## src/rtl/ex_muldiv_seq.sv

```systemverilog
// Iterative RV32M multiply/divide sequencer for the execute stage.
// One op per start: 32-step shift-add multiply or restoring divide, then sign fixup.
module ex_muldiv_seq #(
  parameter bit SPECIAL_FAST = 1'b1
) (
  input  logic        clk,
  input  logic        rst,
  input  logic        start,
  input  logic        kill,
  input  logic [2:0]  op,
  input  logic [31:0] src1,
  input  logic [31:0] src2,
  output logic        busy,
  output logic        done,
  output logic [31:0] result
);

  typedef enum logic [1:0] {
    S_IDLE,
    S_CALC,
    S_FIX,
    S_DONE
  } state_e;

  state_e      state_q, state_d;
  logic [4:0]  cnt_q;
  logic [2:0]  op_q;
  logic [31:0] opb_q;
  logic [63:0] acc_q;
  logic        neg_q, sgn1_q, spec_q;
  logic [31:0] spec_res_q;
  logic [31:0] result_q, result_d;
  logic        done_q;

  logic        s1_in, s2_in, dz_in, ovf_in, spec_in, accept;
  logic [31:0] mag1_in, mag2_in, spec_res_in;
  logic [32:0] mul_sum;
  logic        div_ge;
  logic [31:0] div_diff;
  logic [63:0] acc_step, prod;
  logic [31:0] quo, rem, fix_res;

  // Operand decode at launch: signedness, magnitudes and the early-out cases
  always_comb begin
    s1_in = 1'b0;
    s2_in = 1'b0;
    case (op)
      3'b000, 3'b001, 3'b100, 3'b110: begin
        s1_in = 1'b1;
        s2_in = 1'b1;
      end
      3'b010:  s1_in = 1'b1;
      default: ;
    endcase
    mag1_in     = (s1_in && src1[31]) ? (~src1 + 32'd1) : src1;
    mag2_in     = (s2_in && src2[31]) ? (~src2 + 32'd1) : src2;
    dz_in       = op[2] && (src2 == '0);
    ovf_in      = op[2] && !op[0] && (src1 == 32'h8000_0000) && (src2 == '1);
    spec_in     = dz_in || ovf_in;
    spec_res_in = dz_in ? (op[1] ? src1 : '1) : (op[1] ? '0 : 32'h8000_0000);
  end

  // One iteration: acc holds {partial, multiplier} or {remainder, dividend/quotient}
  always_comb begin
    mul_sum  = {1'b0, acc_q[63:32]} + (acc_q[0] ? {1'b0, opb_q} : 33'd0);
    div_ge   = acc_q[63:31] >= {1'b0, opb_q};
    div_diff = acc_q[62:31] - opb_q;
    if (op_q[2])
      acc_step = div_ge ? {div_diff, acc_q[30:0], 1'b1} : {acc_q[62:0], 1'b0};
    else
      acc_step = {mul_sum, acc_q[31:1]};
  end

  always_comb begin
    prod = neg_q ? (~acc_q + 64'd1) : acc_q;
    quo  = neg_q ? (~acc_q[31:0] + 32'd1) : acc_q[31:0];
    rem  = sgn1_q ? (~acc_q[63:32] + 32'd1) : acc_q[63:32];
    if (spec_q)
      fix_res = spec_res_q;
    else if (op_q[2])
      fix_res = op_q[1] ? rem : quo;
    else
      fix_res = (op_q[1:0] == 2'b00) ? prod[31:0] : prod[63:32];
  end

  always_ff @(posedge clk) begin
    if (rst) state_q <= S_IDLE;
    else     state_q <= state_d;
  end

  always_comb begin
    state_d = state_q;
    case (state_q)
      S_IDLE, S_DONE: begin
        if (start) state_d = (SPECIAL_FAST && spec_in) ? S_DONE : S_CALC;
        else       state_d = S_IDLE;
      end
      S_CALC:  if (cnt_q == 5'd31) state_d = S_FIX;
      S_FIX:   state_d = S_DONE;
      default: state_d = S_IDLE;
    endcase
    if (kill) state_d = S_IDLE;
  end

  always_comb begin
    busy   = (state_q == S_CALC) || (state_q == S_FIX);
    done   = done_q;
    result = result_q;
  end

  assign accept = start && !kill && ((state_q == S_IDLE) || (state_q == S_DONE));

  // Entering DONE from FIX takes the computed value; from IDLE/DONE it is a fast special case
  always_comb begin
    result_d = result_q;
    if (state_d == S_DONE)
      result_d = (state_q == S_FIX) ? fix_res : spec_res_in;
  end

  always_ff @(posedge clk) begin
    if (rst) begin
      result_q   <= '0;
      done_q     <= 1'b0;
      cnt_q      <= '0;
      op_q       <= '0;
      opb_q      <= '0;
      acc_q      <= '0;
      neg_q      <= 1'b0;
      sgn1_q     <= 1'b0;
      spec_q     <= 1'b0;
      spec_res_q <= '0;
    end else begin
      done_q   <= (state_d == S_DONE);
      result_q <= result_d;
      if (accept) begin
        op_q       <= op;
        opb_q      <= mag2_in;
        acc_q      <= {32'd0, mag1_in};
        cnt_q      <= '0;
        neg_q      <= (s1_in & src1[31]) ^ (s2_in & src2[31]);
        sgn1_q     <= s1_in & src1[31];
        spec_q     <= spec_in;
        spec_res_q <= spec_res_in;
      end else if (state_q == S_CALC) begin
        acc_q <= acc_step;
        cnt_q <= cnt_q + 5'd1;
      end
    end
  end

endmodule

```

## config.mk

```make
export PLATFORM = sky130hd
export DESIGN_NAME = ex_muldiv_seq
export DESIGN_NICKNAME = d
export VERILOG_FILES = /design/src/rtl/ex_muldiv_seq.sv
export SDC_FILE = /design/constraint.sdc
export NUM_CORES = 1
export LEC_CHECK = 0
export ABC_CLOCK_PERIOD_IN_PS = 3000
export BUFFER_PORTS_ARGS = -buffer_cell sky130_fd_sc_hd__buf_2
export CORE_MARGIN = 10
export CORE_UTILIZATION = 55
export DETAILED_ROUTE_END_ITERATION = 8
export PLACE_DENSITY = 0.74
export RECOVER_POWER = 25
export SKIP_LAST_GASP = 1
export SYNTH_ARGS = -nofsm -noshare
export SYNTH_HDL_FRONTEND = slang
export SYNTH_SLANG_ARGS = --single-unit
```

## constraint.sdc

```tcl
create_clock -name clk -period 3 [get_ports clk]
set_input_delay 0.15 -clock clk [delete_from_list [all_inputs] [get_ports clk]]
set_output_delay 0.15 -clock clk [all_outputs]
set_load 0.01 [all_outputs]
```

==> impl_metrics.ini <==
[critical_path]
cp.arrival_ps = 3470
critical_path_class = flop to flop
path_delay_family = simple AND/OR/NAND/NOR gates
crit_required_ps = 3360
r2r_start = acc_q[0]
worstSetupStartpoint = acc_q[0]
crit_slowest_cell = or4_4
crit_buf_inv = 4
crit_chain = inv_8 > buf_12 > buf_12 > nor2_4 > ha_4 > nand4_1 > buf_4 > or4_4 > o32ai_4 > o31a_1 > o22ai_2 > xor2_1 > nand2_1 > a22o_1
crit_top_cell = buf_12
cp-end-kind = flop
crit_path_start_kind = flop
cp_slowest_stage_delay_ps = 550
r2r_end = acc_q[61]
path_max_fanout = 7
worstRegToRegCells = 14
ff2ff_setup_slack_ps = -110

[job]
drv_cap = 0

[logic_synthesis]
synthFlopType = dfxtp_1
avgSynthCellArea_um2 = 6.96
synth_edf_count = 0
synth.largest_area_cell = dfxtp_1
ys_types = 88
yosys_warnings = 0
syn_inst = 2304
synthArstFlopShare_pct = 0
synth_seq_area_share_pct = 21.7
syn-cell-area_um2 = 16000
synth_area_leaders = dfxtp_1 22%, nor2_1 7.5%, a21oi_1 6.0%, ha_1 5.7%, nand2_1 5.6%
synth_top_area_share_pct = 21.7
synth_seq_cells = 174
syn_nets = 2450

[power]
p_switching_mw = 3.01
ir_worst_vdd_mv = 0.552
powerDensity_nw_per_um2 = 380
combPwrFrac_pct = 37.0
p_leak_nw = 8.07
p_int_mw = 4.83
p_clk_share_pct = 31.3
seqPwrFrac_pct = 31.7
p_sw_share_pct = 38.4

[sta]
setup_violations = 3
hold_ws_ps = 13.2
post-route-period-util_pct = 104
relSlewSlack_pct = 32.8
timing.final.ws_setup_ps = -107
worstMarginPinSlew_ps = 1010
fin_setup_tns_ps = -173
rsz0062_at_grt = true
hold_viol_final = 0
slew_violations = 0
fmax_mhz = 322
fin_crit_ps = 3110
finClkSkew_ps = 17.8

[layout]
fin_nets = 2765
diodes = 0
mostFrequentLayoutCell = buf_4
fin_util_pct = 71.8
syn2layout_area_growth_pct = 28.5
multi_input_area_um2 = 12400
final_area_um2 = 20600
drive_above_1_share_pct = 24.0
regArea_um2 = 3500
fillers = 2391
layout_common_cells = 355 x buf_4, 304 x nor2_1, 234 x nand2_1, 180 x a21oi_1, 164 x dfxtp_1
instances_no_fill = 3016

[drt]
route.detailed.drc = 0
drtAntennaViolNets = 0
wl_met1_mm = 28.0
drt_iter0_drc = 2831
routed_wl_mm = 70.1
maxUsedRoutingLayer = met4
routedWlPerCell_um = 23.2
wl_met3_mm = 9.31
wl_met2_mm = 29.7
firstDrtPassIters = 8
viasPerCell = 6.59
vias = 19877

[grt]
first_global_vias = 18358
grt_pass1_wl_mm = 105
antenna_found_initial = 0
grt_max_degree = 142
grt.overflow.total = 0
grt_use_total_pct = 36.6

[floorplanning]
die-height_um = 191
ioPinCount = 105
initial_utilization_pct = 55.9
dieArea_um2 = 36400
rows = 62
die_w_um = 191
coreArea_um2 = 28700

[hold_path]
hold_depth = 3
hold_start = src2[0]
hp-class = input pin to flop
hold_end = opb_q[0]

[run_status]
status = finished with violations
failed_checks = negative setup slack

[clock_network]
path_clk_slew_ps = 90
clk_path_buf_depth = 2
clk_latency_ps = 460
cts_max_level = 4
numCtsBuffers = 17
cts-root-buf = clkbuf_16
cts_tree = built
clkSinkCount = 174

[placed_design]
dp_hpwl_mm = 53.7
post_dp_cell_area_um2 = 19000
io_buffers = 104
dp.cells = 2951
gp_congestion = 1.07
worst max-delay path by stage:
stage | depth (start not counted) | slack, ps | endpoint
6_report | 14 | -110 | acc_q[61]
5_1_grt | 14 | -200 | acc_q[61]
4_1_cts | 12 | -60 | acc_q[63]
3_5_place_dp | 16 | -280 | acc_q[60]
3_3_place_gp | 14 | -170 | acc_q[63]
2_1_floorplan | 13 | 20 | acc_q[56]
cell usage after synthesis (6+ instances only):
library cell,instances
buf_2,6
a2111oi_0,6
ha_1,73
o31ai_1,31
o41ai_1,18
dfxtp_1,174
and2_1,7
nand2_1,238
o2111ai_1,6
xor2_1,83
nand3_1,52
nand2b_1,22
nor3_1,57
o21ai_0,175
nor4_1,24
a211oi_1,85
xnor2_1,93
o21bai_1,8
a21oi_1,191
nand4_1,35
nand3b_1,10
or3_1,29
o211ai_1,30
nor2_1,320
a311oi_1,21
a31oi_1,34
and3_1,15
o21a_1,13
or2_2,9
clkbuf_1,159
a21o_1,17
inv_1,73
or4_1,13
nor2b_1,6
o22ai_1,6
mux2i_1,47
a221oi_1,18
per-stage QoR:
stage	total power, mW	setup slack [ps]
finish	7.84	-107
global route	8.09	-200
CTS	7.53	-56.0
detailed placement	5.10	-276
global placement	5.06	-168
floorplan	4.01	15.9
what timing repair did:
item | CTS | global route
hold buffers | 3 | 0
cloned | 1 | 1
setup endpoints to repair | 17 | 51
endpoints found under the hold margin | 3 | 0
buffers inserted | 6 | 22
gates resized for setup | 40 | 152
pin swaps | 17 | 71
power groups by stage:
stage	registers, mW	logic [mW]	clock network, mW
3_3_place_gp	2.52	2.54	0
5_1_grt	2.49	3.07	2.53
2_1_floorplan	2.50	1.51	0
6_report	2.48	2.90	2.45
4_1_cts	2.47	2.62	2.44
3_5_place_dp	2.52	2.57	0
metal layers:
metal  global-route usage, %  vias to the layer above
li1                        -                     8992
met1                    48.7                     9289
met2                    53.7                     1358
met3                    11.4                      238
met4                    14.4                        0
met5                       0                        -
cells by family (layout without fill, tap and decap cells):
family,count (synthesis),count (layout),share of synthesized area (%)
simple gates,862,862,24.8
mux,50,50,3.14
xor+xnor,176,176,9.61
compound gates,716,716,28.7
flops,174,174,21.7
fa+ha+maj,75,75,5.94
buf+inv,251,579,6.12
tightest hold or removal path: stages:
cell and delay (ps):
buf_2 140, nand2_1 80, a21oi_1 60
sequential cells by signal (all words and copies together), names as in the netlist:
register	count
op_q	3
spec_q	1
sgn1_q	1
result	32
spec_res_q	32
state_q	2
neg_q	1
done	1
acc_q	64
opb_q	32
cnt_q	5
layout make-up:
cell class,instances,area share [%]
Multi-Input combinational cell,1879,60.1
Sequential cell,174,17.0
Timing Repair Buffer,471,16.2
Tap cell,384,2.33
Clock buffer,17,2.06
Inverter,76,1.42
Clock inverter,15,0.947
(Power assumes the default switching activity.)
